$ cat config.mk
export PLATFORM = sky130hd
export DESIGN_NAME = decode_stage_v2
export DESIGN_NICKNAME = d
export VERILOG_FILES = /design/src/rtl/decode_stage_v2.sv
export SDC_FILE = /design/constraint.sdc
export NUM_CORES = 1
export LEC_CHECK = 0
export CORE_MARGIN = 3
export CORE_UTILIZATION = 45
export CTS_CLUSTER_DIAMETER = 30
export DETAILED_ROUTE_END_ITERATION = 8
export HOLD_SLACK_MARGIN = 0.15
export SYNTH_ARGS = -nofsm -noshare
export SYNTH_HDL_FRONTEND = slang
export SYNTH_SLANG_ARGS = --single-unit
$ cat constraint.sdc
create_clock -name clk -period 4.5 [get_ports clk]
set_clock_uncertainty 0.1 [all_clocks]
set_input_delay 0.9 -clock clk [delete_from_list [all_inputs] [get_ports clk]]
set_output_delay 0.9 -clock clk [all_outputs]
set_load 0.03 [all_outputs]
$ cat src/rtl/decode_stage_v2.sv
// Decode stage: splits the instruction word, reads three operands from a bypassed
// register file, detects load-use hazards and holds the result in the ID/EX register.
module decode_stage_v2 #(
  parameter int DATA_W    = 24,
  parameter int PC_W      = 24,
  parameter int REG_IDX_W = 4,
  parameter int IMM_W     = 18
) (
  input  logic                 clk,
  input  logic                 rst,
  input  logic                 in_valid,
  output logic                 in_ready,
  input  logic [31:0]          inst,
  input  logic [PC_W-1:0]      pc,
  input  logic                 out_ready,
  input  logic                 flush,
  input  logic                 wb_we,
  input  logic [REG_IDX_W-1:0] wb_rd,
  input  logic [DATA_W-1:0]    wb_wd,
  output logic                 ex_valid,
  output logic [PC_W-1:0]      ex_pc,
  output logic [1:0]           ex_op_type,
  output logic [3:0]           ex_op_code,
  output logic                 ex_imm_src,
  output logic                 ex_branch,
  output logic                 ex_mem_write,
  output logic                 ex_mem_to_reg,
  output logic                 ex_reg_write,
  output logic [3:0]           ex_alu_ctrl,
  output logic [REG_IDX_W-1:0] ex_ra,
  output logic [REG_IDX_W-1:0] ex_rb,
  output logic [REG_IDX_W-1:0] ex_rc,
  output logic [DATA_W-1:0]    ex_rd1,
  output logic [DATA_W-1:0]    ex_rd2,
  output logic [DATA_W-1:0]    ex_rd3,
  output logic [DATA_W-1:0]    ex_imm,
  output logic                 hazard_stall
);

  localparam int NumRegs = 2**REG_IDX_W;
  localparam int RcLo    = 26 - REG_IDX_W;
  localparam int RaLo    = RcLo - REG_IDX_W;
  localparam int RbLo    = RaLo - REG_IDX_W;

  typedef struct packed {
    logic [PC_W-1:0]      pc;
    logic [1:0]           opType;
    logic [3:0]           opCode;
    logic                 immSrc;
    logic                 branch;
    logic                 memWrite;
    logic                 memToReg;
    logic                 regWrite;
    logic [3:0]           aluCtrl;
    logic [REG_IDX_W-1:0] ra;
    logic [REG_IDX_W-1:0] rb;
    logic [REG_IDX_W-1:0] rc;
    logic [DATA_W-1:0]    rd1;
    logic [DATA_W-1:0]    rd2;
    logic [DATA_W-1:0]    rd3;
    logic [DATA_W-1:0]    imm;
  } bundle_t;

  logic [DATA_W-1:0]        regFile_q [NumRegs];
  logic [1:0]               opType;
  logic [3:0]               opCode;
  logic [REG_IDX_W-1:0]     raIdx, rbIdx, rcIdx;
  logic signed [IMM_W-1:0]  immRaw;
  logic [DATA_W-1:0]        rdA, rdB, rdC;
  logic                     isStore, advance, hazard;
  bundle_t                  decBundle, exBundle_q, exBundle_d;
  logic                     exValid_q, exValid_d;

  assign opType = inst[31:30];
  assign opCode = inst[29:26];
  assign rcIdx  = inst[RcLo +: REG_IDX_W];
  assign raIdx  = inst[RaLo +: REG_IDX_W];
  assign rbIdx  = inst[RbLo +: REG_IDX_W];
  assign immRaw = inst[IMM_W-1:0];

  // Same-cycle write-back is forwarded so decode never sees a stale operand.
  assign rdA = (wb_we && wb_rd == raIdx) ? wb_wd : regFile_q[raIdx];
  assign rdB = (wb_we && wb_rd == rbIdx) ? wb_wd : regFile_q[rbIdx];
  assign rdC = (wb_we && wb_rd == rcIdx) ? wb_wd : regFile_q[rcIdx];

  always_ff @(posedge clk) begin
    if (rst) begin
      for (int i = 0; i < NumRegs; i++) regFile_q[i] <= '0;
    end else if (wb_we) begin
      regFile_q[wb_rd] <= wb_wd;
    end
  end

  always_comb begin
    decBundle         = '0;
    decBundle.pc      = pc;
    decBundle.opType  = opType;
    decBundle.opCode  = opCode;
    decBundle.aluCtrl = opCode;
    decBundle.ra      = raIdx;
    decBundle.rb      = rbIdx;
    decBundle.rc      = rcIdx;
    decBundle.rd1     = rdA;
    decBundle.rd2     = rdB;
    decBundle.rd3     = rdC;
    decBundle.imm     = DATA_W'(immRaw);
    case (opType)
      2'b00: decBundle.regWrite = 1'b1;
      2'b01: begin
        decBundle.regWrite = 1'b1;
        decBundle.immSrc   = 1'b1;
      end
      2'b10: begin
        decBundle.immSrc = 1'b1;
        if (opCode[0]) begin
          decBundle.memWrite = 1'b1;
        end else begin
          decBundle.memToReg = 1'b1;
          decBundle.regWrite = 1'b1;
        end
      end
      default: begin
        decBundle.branch = 1'b1;
        decBundle.immSrc = 1'b1;
      end
    endcase
  end

  // A store also reads rc (its data operand), so it must wait on a pending load into rc.
  assign isStore = (opType == 2'b10) & opCode[0];
  assign advance = out_ready | ~exValid_q;
  assign hazard  = in_valid & exValid_q & exBundle_q.memToReg &
                   ((exBundle_q.rc == raIdx) | (exBundle_q.rc == rbIdx) |
                    (isStore & (exBundle_q.rc == rcIdx)));

  assign in_ready     = ~rst & advance & ~hazard & ~flush;
  assign hazard_stall = ~rst & advance & hazard & ~flush;

  always_comb begin
    exValid_d  = exValid_q;
    exBundle_d = exBundle_q;
    if (flush) begin
      exValid_d = 1'b0;
    end else if (advance) begin
      exValid_d = in_valid & in_ready;
      if (in_valid && in_ready) exBundle_d = decBundle;
    end
  end

  always_ff @(posedge clk) begin
    if (rst) begin
      exValid_q  <= 1'b0;
      exBundle_q <= '0;
    end else begin
      exValid_q  <= exValid_d;
      exBundle_q <= exBundle_d;
    end
  end

  assign ex_valid      = exValid_q;
  assign ex_pc         = exBundle_q.pc;
  assign ex_op_type    = exBundle_q.opType;
  assign ex_op_code    = exBundle_q.opCode;
  assign ex_imm_src    = exBundle_q.immSrc;
  assign ex_branch     = exBundle_q.branch;
  assign ex_mem_write  = exBundle_q.memWrite;
  assign ex_mem_to_reg = exBundle_q.memToReg;
  assign ex_reg_write  = exBundle_q.regWrite;
  assign ex_alu_ctrl   = exBundle_q.aluCtrl;
  assign ex_ra         = exBundle_q.ra;
  assign ex_rb         = exBundle_q.rb;
  assign ex_rc         = exBundle_q.rc;
  assign ex_rd1        = exBundle_q.rd1;
  assign ex_rd2        = exBundle_q.rd2;
  assign ex_rd3        = exBundle_q.rd3;
  assign ex_imm        = exBundle_q.imm;

endmodule

==> impl_results.md <==
* HP Start: ex_ra[2]
* CTS clock-pin slew for the worst setup and hold paths at around 40 ps
* Yosys top cell by area: edfxtp_1
* IO Port Bufs at about 240
* Top-area cell type share of the netlist area at 0.382
* Final setup fails at 0
* Antenna viol nets, final at 0
* EDFF count, synth at between 300 and 400
* Slew HR at 0.309
* GRT overflow at 0
* Worst Setup Start Kind: flip-flop
* Pwr dens at roughly 460 nW/um2
* Total power at ~17000 uW
* Crit Path Class: flip-flop to output pin
* Setup tns final at 0 ps
* All-layer global routing usage at 0.310
* Worst Path Arrival at 3210 ps
* Std cell rows at 94
* Clock buffer depth at 3
* Initial DRT Pass Iterations at 5
* Worst-skew pair later-pin latency at 720 ps
* Initial antenna violation count at 4
* DRC errors left at 0
* Worst Hold Class: flip-flop to flip-flop
* FF-to-FF Start: ex_rc[2]
* Initial core utilization at 0.457
* Cell depth of the worst flop-to-flop path at 6
* Max Cap Viol at 0
* DRT iter0 DRCs at around 2500
* Crit path to: in_ready
* VDD IR-drop max at between 0.4 and 0.5 mV
* Final Critical Period at around 4200 ps
* Commonest cells in the netlist: and2_1, edfxtp_1, mux4_2
* Pleak at between 0.01 and 0.015 uW
* Warnings, synthesis at 0
* Fin Hold WS at roughly 360 ps
* Io pins at 240
* RSZ-0062 raised after global routing: false
* Post-Route WL at between 100000 and 150000 um
* Synthesized flop and latch total at 518
* Placer congestion estimate at between 0.8 and 0.9
* Core area at 66100 um2
* Cts hold-fix bufs at 0
* Die W at about 270 um
* Top-count cell post-synth: and2_1
* Post-CTS sizing at 0
* Post-DP HPWL at ~67000 um
* Max reg flops at 384
* Nets at around 2600
* Worst Path Required at 3500 ps
* # clock sinks at about 520
* Ys async rst share at 0
* Crit end category: output pin
* Ys flop type: edfxtp_1
* Area delta synth->final at 25.8%
* Global-route wire length before repair at approximately 160000 um
* Vias at between 20000 and 25000
* Final hold vios at 0
* Vias in the first global route at 22597
* Clock root cell: clkbuf_16
* DP Worst Slack at just over 500 ps
* Crit path from: ex_rc[3]
* Unique masters post-synth at 45
* FILL cells at between 5000 and 6000
* Die height at 265 um
* Part of the Yosys area used for sequential elements at 0.471
* Post-CTS Setup Bufs at 0
* Final setup margin at 293 ps
* Largest Register: regFile_q
* FF-to-FF setup slack at roughly 1500 ps
* Final period utilization at 0.935
* Die area at roughly 70000 um2
* Cell count after synthesis at around 2300
* Fin. max-slew vios at 0
* Syn nets at 2362
* Layout cells sized above 1 at 0.285
* Num CTS Buffers at about 130
* Avg Cell Area, Syn at ~13 um2
* H-tree Lvls at 4
* Slew @ Worst Pin at roughly 1000 ps
* Fmax at 238 MHz
* Synth top area cells: edfxtp_1, mux4_2, dfxtp_1, and2_1, mux2i_1
* CTS tree: yes
* WL/cell at between 30 and 40 um
* Avg Vias per Cell at about 6.4
* Mapped Area at 30200 um2
* Largest net degree at the start of global routing at roughly 120
* RR Endpoint: ex_rd1[13]
* Status: finished, final reports clean
* CP Max Fanout at 5
## report_power, final
part | switching, uW | total, uW | internal, uW
sequential | 206 | 5640 | 5430
combinational | 1210 | 2130 | 925
clock | 3100 | 9610 | 6500
## cells by family after synthesis
| logic type | share of synthesized area |
|---|---|
| buf+inv | 0.0454 |
| compound gates | 0.0756 |
| flops | 0.471 |
| xor+xnor | 0.00696 |
| mux | 0.289 |
| simple gates | 0.113 |
## layout by cell type, fill, tap and decap left out, types with 12 or more instances in the layout
cell / instances
nor2b_1: 80
edfxtp_1: 384
mux2_4: 52
a221o_1: 24
mux4_2: 216
clkbuf_16: 133
dfxtp_1: 134
o221ai_1: 50
xor2_1: 21
mux2_2: 97
clkbuf_1: 24
clkdlybuf4s50_1: 225
clkinv_2: 24
o311ai_0: 72
clkbuf_8: 13
nor2_2: 12
buf_4: 89
buf_12: 15
mux2i_1: 197
and2_1: 385
bufinv_16: 14
o22ai_1: 72
o21ai_0: 72
nor2_1: 54
## cell type report
| class | instances | area [um2] | area share |
|---|---|---|---|
| Multi-Input combinational cell | 1473 | 14800 | 0.389 |
| Sequential cell | 518 | 14200 | 0.374 |
| Timing Repair Buffer | 339 | 3290 | 0.0866 |
| Inverter | 5 | 18.8 | 0.000494 |
| Tap cell | 864 | 1080 | 0.0285 |
| Antenna cell | 1 | 2.50 | 0.0000659 |
| Clock inverter | 74 | 1010 | 0.0266 |
| Clock buffer | 170 | 3600 | 0.0947 |
## per-layer routing
| layer | routed length, um | up-vias | track usage |
|---|---|---|---|
| li1 | - | 9199 | - |
| met4 | 4020 | 4 | 0.122 |
| met3 | 11900 | 276 | 0.0889 |
| met1 | 42700 | 11161 | 0.408 |
| met2 | 50700 | 1416 | 0.489 |
| met5 | 34 | - | 0 |
## worst min path at each step
stage	end	cells after the start	slack, ps
2_1_floorplan	ex_op_type[1]	2	490
3_3_place_gp	ex_op_type[1]	2	350
3_5_place_dp	ex_ra[2]	2	350
4_1_cts	ex_ra[2]	2	360
5_1_grt	ex_mem_write	2	380
6_report	ex_ra[2]	2	360
## per-stage QoR
stage | util | area [um2] | cells
after floorplan | - | 30200 | 2272
after global placement | 0.505 | 33400 | 3199
after detailed placement | 0.505 | 33400 | 3199
after CTS | 0.575 | 38000 | 3443
after global routing | 0.575 | 38000 | 3443
final | 0.575 | 38000 | 3444
## worst max-delay path, stage by stage, from the launching register on
cell and delay (ps):
dfxtp_1 640, xor2_1 410, nor4_1 110, buf_4 180, o21ba_2 210, nor2_1 210, clkdlybuf4s50_1 720
No activity file was read; power rests on OpenSTA's default activity.
